<file path="src/rtl/cursor_ctrl.sv">
// cursor_ctrl - board cursor driven by four direction buttons and a select button.
//
// Raw buttons are synchronized (two flops), debounced, and turned into one-cycle
// press events. A three-state direction FSM (idle / delay / repeat) moves the
// cursor once on a press and then auto-repeats while the button stays held.
//
// Optional feature (macro CURSOR_WRAP_EN):
//   defined   - moving past an edge wraps to the opposite edge.
//   undefined - the cursor saturates at the edge and no move_valid pulse is given.
//
// Ports:
//   clk         in   system clock, rising edge
//   reset_btn   in   asynchronous active-high reset
//   touch_btn   in   [3:0] raw direction buttons, active-low: 0=up 1=down 2=left 3=right
//   select_btn  in   raw select button, active-high
//   cursor_row  out  [3:0] registered cursor row
//   cursor_col  out  [3:0] registered cursor column
//   move_valid  out  one-cycle pulse when the cursor position changes
//   sel_valid   out  one-cycle pulse on an accepted select press
module cursor_ctrl #(
   parameter int unsigned GRID_N          = 10,
   parameter int unsigned DEBOUNCE_CYCLES = 1_000_000,
   parameter int unsigned REPEAT_DELAY    = 50_000_000,
   parameter int unsigned REPEAT_RATE     = 10_000_000
) (
   input  logic       clk,
   input  logic       reset_btn,
   input  logic [3:0] touch_btn,
   input  logic       select_btn,
   output logic [3:0] cursor_row,
   output logic [3:0] cursor_col,
   output logic       move_valid,
   output logic       sel_valid
);

`ifdef CURSOR_WRAP_EN
   localparam bit WrapEn = 1'b1;
`else
   localparam bit WrapEn = 1'b0;
`endif

   localparam int unsigned DbW    = $clog2(DEBOUNCE_CYCLES + 1);
   localparam int unsigned TmrMax = (REPEAT_DELAY > REPEAT_RATE) ? REPEAT_DELAY : REPEAT_RATE;
   localparam int unsigned TmrW   = $clog2(TmrMax + 1);

   localparam logic [DbW-1:0]  DbLast   = DbW'(DEBOUNCE_CYCLES - 1);
   localparam logic [TmrW-1:0] TmrDelay = TmrW'(REPEAT_DELAY);
   localparam logic [TmrW-1:0] TmrRate  = TmrW'(REPEAT_RATE);
   localparam logic [TmrW-1:0] TmrOne   = TmrW'(1);
   localparam logic [3:0]      Last     = 4'(GRID_N - 1);

   // Raw released levels: touch buttons idle high, select idles low.
   localparam logic [4:0] SyncRst = 5'b0_1111;

   localparam logic [1:0] DirUp    = 2'd0;
   localparam logic [1:0] DirDown  = 2'd1;
   localparam logic [1:0] DirLeft  = 2'd2;
   localparam logic [1:0] DirRight = 2'd3;

   typedef enum logic [1:0] {StIdle, StDelay, StRepeat} state_e;

   // ------------------------------------------------------------------
   // Synchronizers; bit 4 is select, bits 3:0 are the direction buttons
   // ------------------------------------------------------------------
   logic [4:0] sync1_q, sync2_q;
   logic [4:0] level;

   always_ff @(posedge clk or posedge reset_btn) begin
      if (reset_btn) begin
         sync1_q <= SyncRst;
         sync2_q <= SyncRst;
      end else begin
         sync1_q <= {select_btn, touch_btn};
         sync2_q <= sync1_q;
      end
   end

   // 1 = pressed for every bit from here on
   assign level = {sync2_q[4], ~sync2_q[3:0]};

   // ------------------------------------------------------------------
   // Debouncers and press-edge detection
   // ------------------------------------------------------------------
   logic [DbW-1:0] db_cnt_q [5];
   logic [DbW-1:0] db_cnt_d [5];
   logic [4:0]     db_level_q, db_level_d;
   logic [4:0]     db_prev_q;
   logic [4:0]     press;

   always_comb begin
      db_level_d = db_level_q;
      for (int i = 0; i < 5; i++) begin
         db_cnt_d[i] = '0;
         if (level[i] != db_level_q[i]) begin
            // The Nth consecutive differing cycle flips the debounced level.
            if (db_cnt_q[i] == DbLast) begin
               db_level_d[i] = level[i];
            end else begin
               db_cnt_d[i] = db_cnt_q[i] + DbW'(1);
            end
         end
      end
   end

   always_ff @(posedge clk or posedge reset_btn) begin
      if (reset_btn) begin
         for (int i = 0; i < 5; i++) begin
            db_cnt_q[i] <= '0;
         end
         db_level_q <= '0;
         db_prev_q  <= '0;
      end else begin
         for (int i = 0; i < 5; i++) begin
            db_cnt_q[i] <= db_cnt_d[i];
         end
         db_level_q <= db_level_d;
         db_prev_q  <= db_level_q;
      end
   end

   assign press = db_level_q & ~db_prev_q;

   logic [3:0] dir_press;
   logic [3:0] dir_held;
   logic       sel_press;
   logic [1:0] press_dir;

   assign dir_press = press[3:0];
   assign dir_held  = db_level_q[3:0];
   assign sel_press = press[4];

   // Fixed priority among simultaneous presses: up > down > left > right.
   always_comb begin
      if (dir_press[0]) begin
         press_dir = DirUp;
      end else if (dir_press[1]) begin
         press_dir = DirDown;
      end else if (dir_press[2]) begin
         press_dir = DirLeft;
      end else begin
         press_dir = DirRight;
      end
   end

   // ------------------------------------------------------------------
   // Direction FSM with hold/auto-repeat timer
   // ------------------------------------------------------------------
   state_e          state_q, state_d;
   logic [1:0]      active_q, active_d;
   logic [TmrW-1:0] timer_q, timer_d;
   logic            req;
   logic [1:0]      req_dir;

   always_comb begin
      state_d  = state_q;
      active_d = active_q;
      timer_d  = timer_q;
      req      = 1'b0;
      req_dir  = active_q;
      unique case (state_q)
         StIdle: begin
            if (|dir_press) begin
               req      = 1'b1;
               req_dir  = press_dir;
               active_d = press_dir;
               timer_d  = TmrDelay;
               state_d  = StDelay;
            end
         end
         StDelay, StRepeat: begin
            // A fresh press wins over a release seen in the same cycle so the
            // new press event is never lost.
            if (|dir_press) begin
               req      = 1'b1;
               req_dir  = press_dir;
               active_d = press_dir;
               timer_d  = TmrDelay;
               state_d  = StDelay;
            end else if (!dir_held[active_q]) begin
               timer_d = '0;
               state_d = StIdle;
            end else if (timer_q == TmrOne) begin
               req     = 1'b1;
               req_dir = active_q;
               timer_d = TmrRate;
               state_d = StRepeat;
            end else begin
               timer_d = timer_q - TmrOne;
            end
         end
         default: begin
            state_d = StIdle;
            timer_d = '0;
         end
      endcase
   end

   always_ff @(posedge clk or posedge reset_btn) begin
      if (reset_btn) begin
         state_q  <= StIdle;
         active_q <= DirUp;
         timer_q  <= '0;
      end else begin
         state_q  <= state_d;
         active_q <= active_d;
         timer_q  <= timer_d;
      end
   end

   // ------------------------------------------------------------------
   // Move scheduling and cursor position
   // ------------------------------------------------------------------
   // A move that coincides with a select press is held back one cycle, so
   // sel_valid is reported with the pre-move position. A move already pending
   // is applied first and any newer request takes the pending slot.
   logic       pend_q, pend_d;
   logic [1:0] pend_dir_q, pend_dir_d;
   logic       apply_valid;
   logic [1:0] apply_dir;

   assign apply_valid = pend_q | (req & ~sel_press);
   assign apply_dir   = pend_q ? pend_dir_q : req_dir;
   assign pend_d      = req & (sel_press | pend_q);
   assign pend_dir_d  = req_dir;

   logic [3:0] row_q, row_d;
   logic [3:0] col_q, col_d;
   logic       move_valid_q, move_valid_d;
   logic       sel_valid_q;

   always_comb begin
      row_d = row_q;
      col_d = col_q;
      if (apply_valid) begin
         unique case (apply_dir)
            DirUp: begin
               if (row_q != 4'd0) begin
                  row_d = row_q - 4'd1;
               end else if (WrapEn) begin
                  row_d = Last;
               end
            end
            DirDown: begin
               if (row_q != Last) begin
                  row_d = row_q + 4'd1;
               end else if (WrapEn) begin
                  row_d = 4'd0;
               end
            end
            DirLeft: begin
               if (col_q != 4'd0) begin
                  col_d = col_q - 4'd1;
               end else if (WrapEn) begin
                  col_d = Last;
               end
            end
            DirRight: begin
               if (col_q != Last) begin
                  col_d = col_q + 4'd1;
               end else if (WrapEn) begin
                  col_d = 4'd0;
               end
            end
            default: begin
               row_d = row_q;
               col_d = col_q;
            end
         endcase
      end
      // Saturated edge moves change nothing and so give no pulse.
      move_valid_d = apply_valid && ((row_d != row_q) || (col_d != col_q));
   end

   always_ff @(posedge clk or posedge reset_btn) begin
      if (reset_btn) begin
         pend_q       <= 1'b0;
         pend_dir_q   <= DirUp;
         row_q        <= '0;
         col_q        <= '0;
         move_valid_q <= 1'b0;
         sel_valid_q  <= 1'b0;
      end else begin
         pend_q       <= pend_d;
         pend_dir_q   <= pend_dir_d;
         row_q        <= row_d;
         col_q        <= col_d;
         move_valid_q <= move_valid_d;
         sel_valid_q  <= sel_press;
      end
   end

   assign cursor_row = row_q;
   assign cursor_col = col_q;
   assign move_valid = move_valid_q;
   assign sel_valid  = sel_valid_q;

endmodule

</file>
<file path="config.mk">
export PLATFORM = sky130hd
export DESIGN_NAME = cursor_ctrl
export DESIGN_NICKNAME = d
export VERILOG_FILES = /design/src/rtl/cursor_ctrl.sv
export SDC_FILE = /design/constraint.sdc
export NUM_CORES = 1
export LEC_CHECK = 0
export CAP_MARGIN = 20
export CORE_MARGIN = 5
export CORE_UTILIZATION = 35
export DETAILED_ROUTE_END_ITERATION = 8
export DONT_BUFFER_PORTS = 1
export HOLD_SLACK_MARGIN = 0.15
export MAX_ROUTING_LAYER = met4
export PLACE_DENSITY = 0.53
export REMOVE_ABC_BUFFERS = 1
export SYNTH_ARGS = -nofsm -noshare
export SYNTH_HDL_FRONTEND = slang
export SYNTH_SLANG_ARGS = --single-unit
</file>
<file path="constraint.sdc">
create_clock -name clk -period 12.7 [get_ports clk]
set_clock_uncertainty 0.2 [all_clocks]
set_input_delay 2.54 -clock clk [delete_from_list [all_inputs] [get_ports clk]]
set_output_delay 2.54 -clock clk [all_outputs]
set_load 0.005 [all_outputs]
</file>
==> results_tabular.tex, run 1 <==
\begin{tabular}{lr}
\hline
Metric & Value \\
\hline
\multicolumn{2}{l}{\textbf{Route}} \\
\quad Vias per inst & $\sim$5.0 \\
\quad Final antenna-violating net count & 0 \\
\quad Post-detailed-route DRC marker count & 0 \\
\quad Length of the first detailed-routing pass in iterations & 5 \\
\quad Total length of routed wires & about 16 mm \\
\quad Number of violations reported at the end of detailed-routing iteration 0 & between 300 and 400 \\
\quad Final routed wire length divided by cell count & about 13 um \\
\quad Via count & around 6.0k \\
\multicolumn{2}{l}{\textbf{Clocking}} \\
\quad Number of sinks driven by the clock tree & approximately 160 \\
\quad CTS hold repair buffers & 0 \\
\quad TritonCTS Buffers & 17 \\
\quad Post-CTS Resized & 0 \\
\quad Clock transition at the registers of the reported paths & about 0.06 ns \\
\quad CTS tree & done \\
\quad Insertion delay of the later-clocked pin in the worst-skew pair & $\sim$0.42 ns \\
\quad Number of levels the H-tree was split into & 4 \\
\quad Clock Path Buffers & 2 \\
\quad Post-CTS Setup Bufs & 0 \\
\quad Buffer type at the clock tree root & sky130\_fd\_sc\_hd\_\_clkbuf\_16 \\
\multicolumn{2}{l}{\textbf{Synthesis}} \\
\quad Post-synthesis sequential area ratio & 0.4878 \\
\quad Avg Cell Area, Syn & between 9 and 10 sq um \\
\quad Top cell type's share of synthesized area & 0.4624 \\
\quad Cell taking the most area after synthesis & sky130\_fd\_sc\_hd\_\_dfrtp\_1 \\
\quad Count of synthesis-stage warnings from yosys & 0 \\
\quad Number of enable-type register cells in the synthesized netlist & 0 \\
\quad Mapped Area & $\sim$8300 sq um \\
\quad Most frequent cells after synthesis & sky130\_fd\_sc\_hd\_\_dfrtp\_1 (153), sky130\_fd\_sc\_hd\_\_nor2\_1 (144), sky130\_fd\_sc\_hd\_\_nand2\_1 (72) \\
\quad Top area cells in the synthesized netlist & sky130\_fd\_sc\_hd\_\_dfrtp\_1 (46\%), sky130\_fd\_sc\_hd\_\_nor2\_1 (6.5\%), sky130\_fd\_sc\_hd\_\_xor2\_1 (5.1\%) \\
\quad Number of synthesized register bits & 161 \\
\quad Synth Flop Type & sky130\_fd\_sc\_hd\_\_dfrtp\_1 \\
\quad Most common cell in the synthesized netlist & sky130\_fd\_sc\_hd\_\_dfrtp\_1 \\
\quad Post-synthesis cell count & about 870 \\
\quad Number of distinct library cells after synthesis & 76 \\
\quad Async set-reset flop share out of synthesis & 1.000 \\
\multicolumn{2}{l}{\textbf{Die}} \\
\quad Core footprint & about 23000 sq um \\
\quad Effective utilization at floorplan & 0.3538 \\
\quad Die span in x & $\sim$160 um \\
\quad Area of the die & about 27000 sq um \\
\quad Die H & 163.8 um \\
\quad Row cnt & 56 \\
\quad I/O pin count & 17 \\
\multicolumn{2}{l}{\textbf{Cells and area}} \\
\quad Final Core Density & 0.3925 \\
\quad Layout cells sized above 1 & 0.08552 \\
\quad Synthesis-to-layout area growth & 10.94\% \\
\quad Final \#Nets & between 800 and 900 \\
\quad Diodes inserted & 0 \\
\multicolumn{2}{l}{\textbf{Timing}} \\
\quad Setup-failing EPs final & 0 \\
\quad Slew headroom & 0.3735 \\
\quad Total count of max-transition violations in the final report & 0 \\
\quad Final TNS setup & 0 ns \\
\quad Slew of the pin with the lowest slew margin & between 0.9 and 1 ns \\
\quad Final hold violation count & 0 \\
\quad Highest attainable clock frequency & around 260 MHz \\
\quad RSZ-0062 raised after global routing & no \\
\quad Period minus WS final & 3.782 ns \\
\quad Period Utilization, post-route & 0.2978 \\
\quad Crit path setup slack, layout & 8.918 ns \\
\multicolumn{2}{l}{\textbf{GRT}} \\
\quad Met2 Track Usage GR & 0.1995 \\
\quad Busiest layer in global routing & met2 \\
\quad Fraction of met3 tracks used by global routing & 0.02334 \\
\quad All-Layer GR Usage & 0.1300 \\
\quad Met1 track utilization from global routing & 0.1754 \\
\quad Antenna violations before repair & 0 \\
\quad Grt ovf & 0 \\
\quad Wire length of the first global-routing pass & roughly 28 mm \\
\quad Maximum number of pins on one net before global-route repair & 87 \\
\quad Number of global-route vias before repair & roughly 5.8k \\
\multicolumn{2}{l}{\textbf{Power and ir drop}} \\
\quad Worst IR Drop VDD & 87.05 uV \\
\quad Leakage power total & 3.881 nW \\
\quad Power density of the placed cells & $\sim$120 nW/um\^{}2 \\
\multicolumn{2}{l}{\textbf{Critical path}} \\
\quad Critical-path cell with the highest stage delay & sky130\_fd\_sc\_hd\_\_buf\_4 \\
\quad Critical Path Fanout Max & 86 \\
\quad Arrival time of the worst setup path & 4.00 ns \\
\quad Kind of start point of the critical path & input pin \\
\quad Delay of the slowest critical-path stage & slightly below 0.9 ns \\
\quad Required time of the critical path & 12.92 ns \\
\quad Count of buffer and inverter cells on the critical path & 2 \\
\quad Count of cells along the worst register-to-register path & 7 \\
\quad Endpoint kind of the worst setup timing path & asynchronous set/reset pin \\
\quad Number of logic stages on the critical path including buffering & 2 \\
\quad Chain of cells forming the critical path & inv\_6 -> buf\_4 \\
\quad Cell type group with the largest total delay on the critical path & buffers and inverters \\
\quad Crit Path Class & input pin to asynchronous set/reset pin \\
\multicolumn{2}{l}{\textbf{Flow run}} \\
\quad Number of max-cap violations & 0 \\
\multicolumn{2}{l}{\textbf{Worst hold path}} \\
\quad Hold Path Stages & 0 \\
\quad Worst min-delay path category & flop to flop \\
\multicolumn{2}{l}{\textbf{Place}} \\
\quad HPWL after detailed placement & approximately 10 mm \\
\quad Port Buffer Count & 0 \\
\quad Worst slack after detailed placement & 8.309 ns \\
\quad Global placement routability congestion & around 0.8 \\
\multicolumn{2}{l}{\textbf{Outcome}} \\
\quad Run status & completed \\
\hline
\end{tabular}
## through the flow
| stage | std cells | power, W | instance area [sq um] | hold slack, ns |
|---|---|---|---|---|
| after floorplan | 843 | 0.0005505 | 8169 | 0.1312 |
| after global placement | 1164 | 0.0005583 | 8588 | 0.1392 |
| after detailed placement | 1164 | 0.0005585 | 8588 | 0.1362 |
| after CTS | 1196 | 0.001089 | 9185 | 0.1508 |
| after global routing | 1196 | 0.001111 | 9185 | 0.1538 |
| final | 1196 | 0.001067 | 9185 | 0.1478 |
## path summary, 6_finish.rpt
kind	start	end	slack, ns
max in group clk	cursor_row[2]	cursor_row[2]	8.96
worst max register to register	state_q[0]	move_valid	9.82
min in group asynchronous	reset_btn	db_cnt_q[68]	1.95
worst min-delay path	sync1_q[4]	sync2_q[4]	0.15
worst max-delay path	reset_btn	db_cnt_q[44]	8.92
worst min register to register	sync1_q[4]	sync2_q[4]	0.15
## where the power goes
group / switching [W] / internal, W / leakage, nW / total [W]
clock: 0.000210 / 0.000309 / 0.276 / 0.000520
sequential: 0.00000446 / 0.000519 / 2.21 / 0.000524
combinational: 0.0000186 / 0.00000500 / 1.40 / 0.0000236
total: 0.000233 / 0.000834 / 3.88 / 0.00107
## registers in the layout, indices dropped and copies added, names as in the netlist
name,count
cursor_row,4
sel_valid,1
state_q,2
sync1_q,5
timer_q,26
db_cnt_q,100
db_level_q,5
pend_dir_q,2
cursor_col,4
pend_q,1
db_prev_q,5
move_valid,1
sync2_q,5
## kinds of logic (layout without fill, tap and decap cells)
group / after synthesis / in the layout / share of synthesized area
DFF: 161 / 161 / 0.4878
xor gates and xnor gates: 95 / 95 / 0.1005
and+or+nand+nor: 414 / 414 / 0.2540
AOI/OAI and AO/OA: 116 / 116 / 0.08932
adders and majority gates: 15 / 15 / 0.02267
buffers and inverters: 53 / 61 / 0.02554
muxes: 15 / 15 / 0.02010
## cells in the final DEF, fill, tap and decap left out, types with 15 or more instances in the layout
cell	netlist	final
sky130_fd_sc_hd__a21oi_1	35	35
sky130_fd_sc_hd__clkbuf_16	0	17
sky130_fd_sc_hd__dfrtp_1	153	153
sky130_fd_sc_hd__ha_1	15	15
sky130_fd_sc_hd__inv_1	27	26
sky130_fd_sc_hd__nand2_1	72	72
sky130_fd_sc_hd__nand3_1	50	50
sky130_fd_sc_hd__nor2_1	144	144
sky130_fd_sc_hd__nor3_1	30	30
sky130_fd_sc_hd__o21ai_0	37	37
sky130_fd_sc_hd__or3_1	20	20
sky130_fd_sc_hd__xnor2_1	47	47
sky130_fd_sc_hd__xor2_1	48	48
## layer usage
metal | wire length, um | vias to the layer above
li1 | - | 3010
met1 | 7964 | 2864
met2 | 7421 | 67
met3 | 393 | 16
met4 | 225 | 0
met5 | 0 | -
## layout make-up
class	instances	area [sq um]
Fill cell	2342	14220
Sequential cell	161	4039
Multi-Input combinational cell	655	4029
Clock buffer	19	432.9
Tap cell	319	399.1
Clock inverter	13	163.9
Inverter	27	106.4
Timing Repair Buffer	2	15.01
No activity file was read; power rests on OpenSTA's default activity.
==> inputs of run 2 (changes only) <==
- clock period: 12.7 -> 3.8 ns (I/O delays scaled with it)
==> results_tabular.tex, run 2 (same netlist as run 1, synthesis figures left out) <==
\begin{tabular}{lr}
\hline
Metric & Value \\
\hline
\multicolumn{2}{l}{\textbf{Clocking}} \\
\quad CTS tree & done \\
\quad Number of levels the H-tree was split into & 4 (unchanged) \\
\quad Number of sinks driven by the clock tree & 161 (unchanged) \\
\quad Post-CTS Resized & 0 (unchanged) \\
\quad Clock transition at the registers of the reported paths & 0.07 ns (about the same) \\
\quad TritonCTS Buffers & 17 (unchanged) \\
\quad Post-CTS Setup Bufs & 0 (unchanged) \\
\quad CTS hold repair buffers & 6 (+6) \\
\quad Buffer type at the clock tree root & sky130\_fd\_sc\_hd\_\_clkbuf\_16 \\
\quad Insertion delay of the later-clocked pin in the worst-skew pair & 0.42 ns (about the same) \\
\quad Clock Path Buffers & 2 (unchanged) \\
\multicolumn{2}{l}{\textbf{Critical path}} \\
\quad Cell type group with the largest total delay on the critical path & compound AO/OA/AOI/OAI gates \\
\quad Count of buffer and inverter cells on the critical path & 0 (-2) \\
\quad Arrival time of the worst setup path & 2.89 ns (-1.11 ns) \\
\quad Delay of the slowest critical-path stage & 0.49 ns (-0.38 ns) \\
\quad Required time of the critical path & 3.89 ns (-9.03 ns) \\
\quad Crit Path Class & flop to flop \\
\quad Critical-path cell with the highest stage delay & sky130\_fd\_sc\_hd\_\_mux2\_2 \\
\quad Kind of start point of the critical path & flop \\
\quad Endpoint kind of the worst setup timing path & flop \\
\quad Critical Path Fanout Max & 12 (-86\%) \\
\quad Chain of cells forming the critical path & ha\_1 -> or2\_2 -> a41oi\_2 -> mux2\_2 -> mux2i\_1 -> a2111oi\_0 -> o22ai\_1 \\
\multicolumn{2}{l}{\textbf{Timing}} \\
\quad Total count of max-transition violations in the final report & 0 (unchanged) \\
\quad Final hold violation count & 0 (unchanged) \\
\quad Period Utilization, post-route & 0.7383 \\
\quad RSZ-0062 raised after global routing & no \\
\quad Slew of the pin with the lowest slew margin & 0.7307 ns (-0.2091 ns) \\
\quad Setup-failing EPs final & 0 (unchanged) \\
\quad Crit path setup slack, layout & 0.9944 ns (-7.923 ns) \\
\quad Highest attainable clock frequency & $\sim$360 MHz \\
\quad Period minus WS final & 2.806 ns \\
\quad Slew headroom & 0.5084 (+0.1349) \\
\multicolumn{2}{l}{\textbf{Route}} \\
\quad Final routed wire length divided by cell count & 13.21 um (-1.3\%) \\
\quad Via count & 5967 (+0.17\%) \\
\quad Vias per inst & 4.960 (-0.41\%) \\
\quad Total length of routed wires & 15.89 mm (-0.71\%) \\
\quad Post-detailed-route DRC marker count & 0 (unchanged) \\
\quad Final antenna-violating net count & 0 (unchanged) \\
\quad Number of violations reported at the end of detailed-routing iteration 0 & 281 (-12\%) \\
\quad Length of the first detailed-routing pass in iterations & 5 (unchanged) \\
\multicolumn{2}{l}{\textbf{Die}} \\
\quad Area of the die & 26830 sq um (unchanged) \\
\quad Effective utilization at floorplan & 0.3538 (unchanged) \\
\quad I/O pin count & 17 (unchanged) \\
\quad Row cnt & 56 (unchanged) \\
\quad Core footprint & 23400 sq um (unchanged) \\
\quad Die H & 163.8 um (unchanged) \\
\quad Die span in x & 163.8 um (unchanged) \\
\multicolumn{2}{l}{\textbf{Power and ir drop}} \\
\quad Worst IR Drop VDD & 215.4 uV (+150\%) \\
\quad Switching share of total power & 0.2228 (+0.004169) \\
\quad Pint & 0.002731 W (+230\%) \\
\quad Power density of the placed cells & 380.3 nW/um\^{}2 (+230\%) \\
\quad Total power after layout & 0.003514 W (+230\%) \\
\quad Net switching power figure & 0.0007831 W (+240\%) \\
\quad Relative contribution of combinational cells to total power & 0.024 (+0.002) \\
\quad Leakage power total & 3.919 nW (+0.97\%) \\
\quad Proportion of power drawn by flip-flops and latches & 0.498 (+0.007) \\
\quad Relative contribution of the clock network to total power & 0.477 (-0.010) \\
\multicolumn{2}{l}{\textbf{Cells and area}} \\
\quad Layout cells sized above 1 & 0.08484 (-0.0006772) \\
\quad Flip-flop count of the largest register, all copies and words added & 100 (unchanged) \\
\quad Most common library cell in the layout ignoring fill and taps & sky130\_fd\_sc\_hd\_\_dfrtp\_1 \\
\quad Commonest cells after routing, fill and taps aside & sky130\_fd\_sc\_hd\_\_dfrtp\_1 (153), sky130\_fd\_sc\_hd\_\_nor2\_1 (144), sky130\_fd\_sc\_hd\_\_nand2\_1 (72), sky130\_fd\_sc\_hd\_\_nand3\_1 (50), sky130\_fd\_sc\_hd\_\_xor2\_1 (48) \\
\quad Count of fill cells added during filler insertion & 2325 (-0.73\%) \\
\quad Largest registers & db\_cnt\_q (100), timer\_q (26) \\
\quad Final \#Nets & 893 (+0.79\%) \\
\quad Diodes inserted & 0 (unchanged) \\
\quad Top register by number of flip-flops & db\_cnt\_q \\
\quad Synthesis-to-layout area growth & 11.61\% \\
\multicolumn{2}{l}{\textbf{GRT}} \\
\quad Antenna violations before repair & 0 (unchanged) \\
\quad All-Layer GR Usage & 0.1314 (+0.001405) \\
\quad Grt ovf & 0 (unchanged) \\
\quad Number of global-route vias before repair & 5842 (+1.3\%) \\
\quad Maximum number of pins on one net before global-route repair & 89 (+2.3\%) \\
\quad Wire length of the first global-routing pass & 28.35 mm (+1.2\%) \\
\multicolumn{2}{l}{\textbf{Place}} \\
\quad Worst slack after detailed placement & 1.001 ns (-7.308 ns) \\
\quad HPWL after detailed placement & 10.46 mm (+0.94\%) \\
\quad Global placement routability congestion & 0.8318 (+4.3\%) \\
\quad Port Buffer Count & 0 (unchanged) \\
\multicolumn{2}{l}{\textbf{Worst hold path}} \\
\quad Worst min-delay path category & flop to flop \\
\multicolumn{2}{l}{\textbf{Flow run}} \\
\quad Number of max-cap violations & 0 (unchanged) \\
\multicolumn{2}{l}{\textbf{Outcome}} \\
\quad Run status & completed \\
\hline
\end{tabular}
==> run 2: cell count changes in the layout (fill, tap and decap cells not counted) <==
cell                            change
sky130_fd_sc_hd__dlygate4sd3_1      +6
sky130_fd_sc_hd__clkinvlp_4         -4
sky130_fd_sc_hd__clkinv_4           +2
sky130_fd_sc_hd__buf_12             +1
sky130_fd_sc_hd__bufinv_16          -1
sky130_fd_sc_hd__clkbuf_1           +1
sky130_fd_sc_hd__clkinv_2           +1
sky130_fd_sc_hd__inv_6              +1
==> run 2: stage by stage <==
stage / hold WS (ns) / instances / utilization / instance area, sq um / setup TNS, ns
global route: 0.1691 / 1203 / 0.3948 / 9240 / 0
detailed placement: 0.1411 / 1165 / 0.3678 / 8608 / 0
floorplan: 0.1312 / 843 / - / 8169 / -231.14
global placement: 0.1322 / 1165 / 0.3678 / 8608 / 0
finish: 0.1521 / 1203 / 0.3948 / 9240 / 0
CTS: 0.1563 / 1203 / 0.3948 / 9240 / 0
==> run 2: worst register-to-register path: cells and delay by family (launching register included) <==
kind | cells | cell delay [ns]
AND/OR/NAND/NOR | 1 | 0.35
multiplexers | 2 | 0.65
adder cells (fa/ha/maj) | 1 | 0.29
AO/OA/AOI/OAI | 3 | 0.79
flip-flops | 1 | 0.40
==> run 2: power groups by stage <==
stage / Combinational [W] / Clock (W) / Sequential, W
detailed placement: 0.0000862 / 0 / 0.00178
floorplan: 0.0000608 / 0 / 0.00178
CTS: 0.0000914 / 0.00174 / 0.00175
finish: 0.0000861 / 0.00168 / 0.00175
global placement: 0.0000855 / 0 / 0.00178
global route: 0.000103 / 0.00181 / 0.00175
==> run 2: routing by layer <==
| layer | share of wire | GRT usage |
|---|---|---|
| met1 | 0.51 | 0.1747 |
| met2 | 0.46 | 0.2031 |
| met3 | 0.026 | 0.02660 |
| met4 | 0.014 | 0.04232 |
| met5 | 0 | - |
==> run 2: path summary, 6_finish.rpt <==
check	start	endpoint	slack, ns	cells after the start
min reg2reg	sync1_q[4]	sync2_q[4]	0.15	0
max reg2reg	state_q[0]	move_valid	0.99	7
max	state_q[0]	move_valid	0.99	7
min	sync1_q[4]	sync2_q[4]	0.15	0
min in group asynchronous	reset_btn	db_cnt_q[67]	0.59	2
max in group asynchronous	reset_btn	db_cnt_q[47]	1.94	3
==> run 2: layout make-up <==
type	count	area [sq um]	area share
Sequential cell	161	4039	0.4371
Multi-Input combinational cell	655	4029	0.4360
Clock buffer	20	436.7	0.04726
Tap cell	319	399.1	0.04320
Clock inverter	12	135.1	0.01462
Inverter	27	106.4	0.01151
Timing Repair Buffer	9	95.09	0.01029
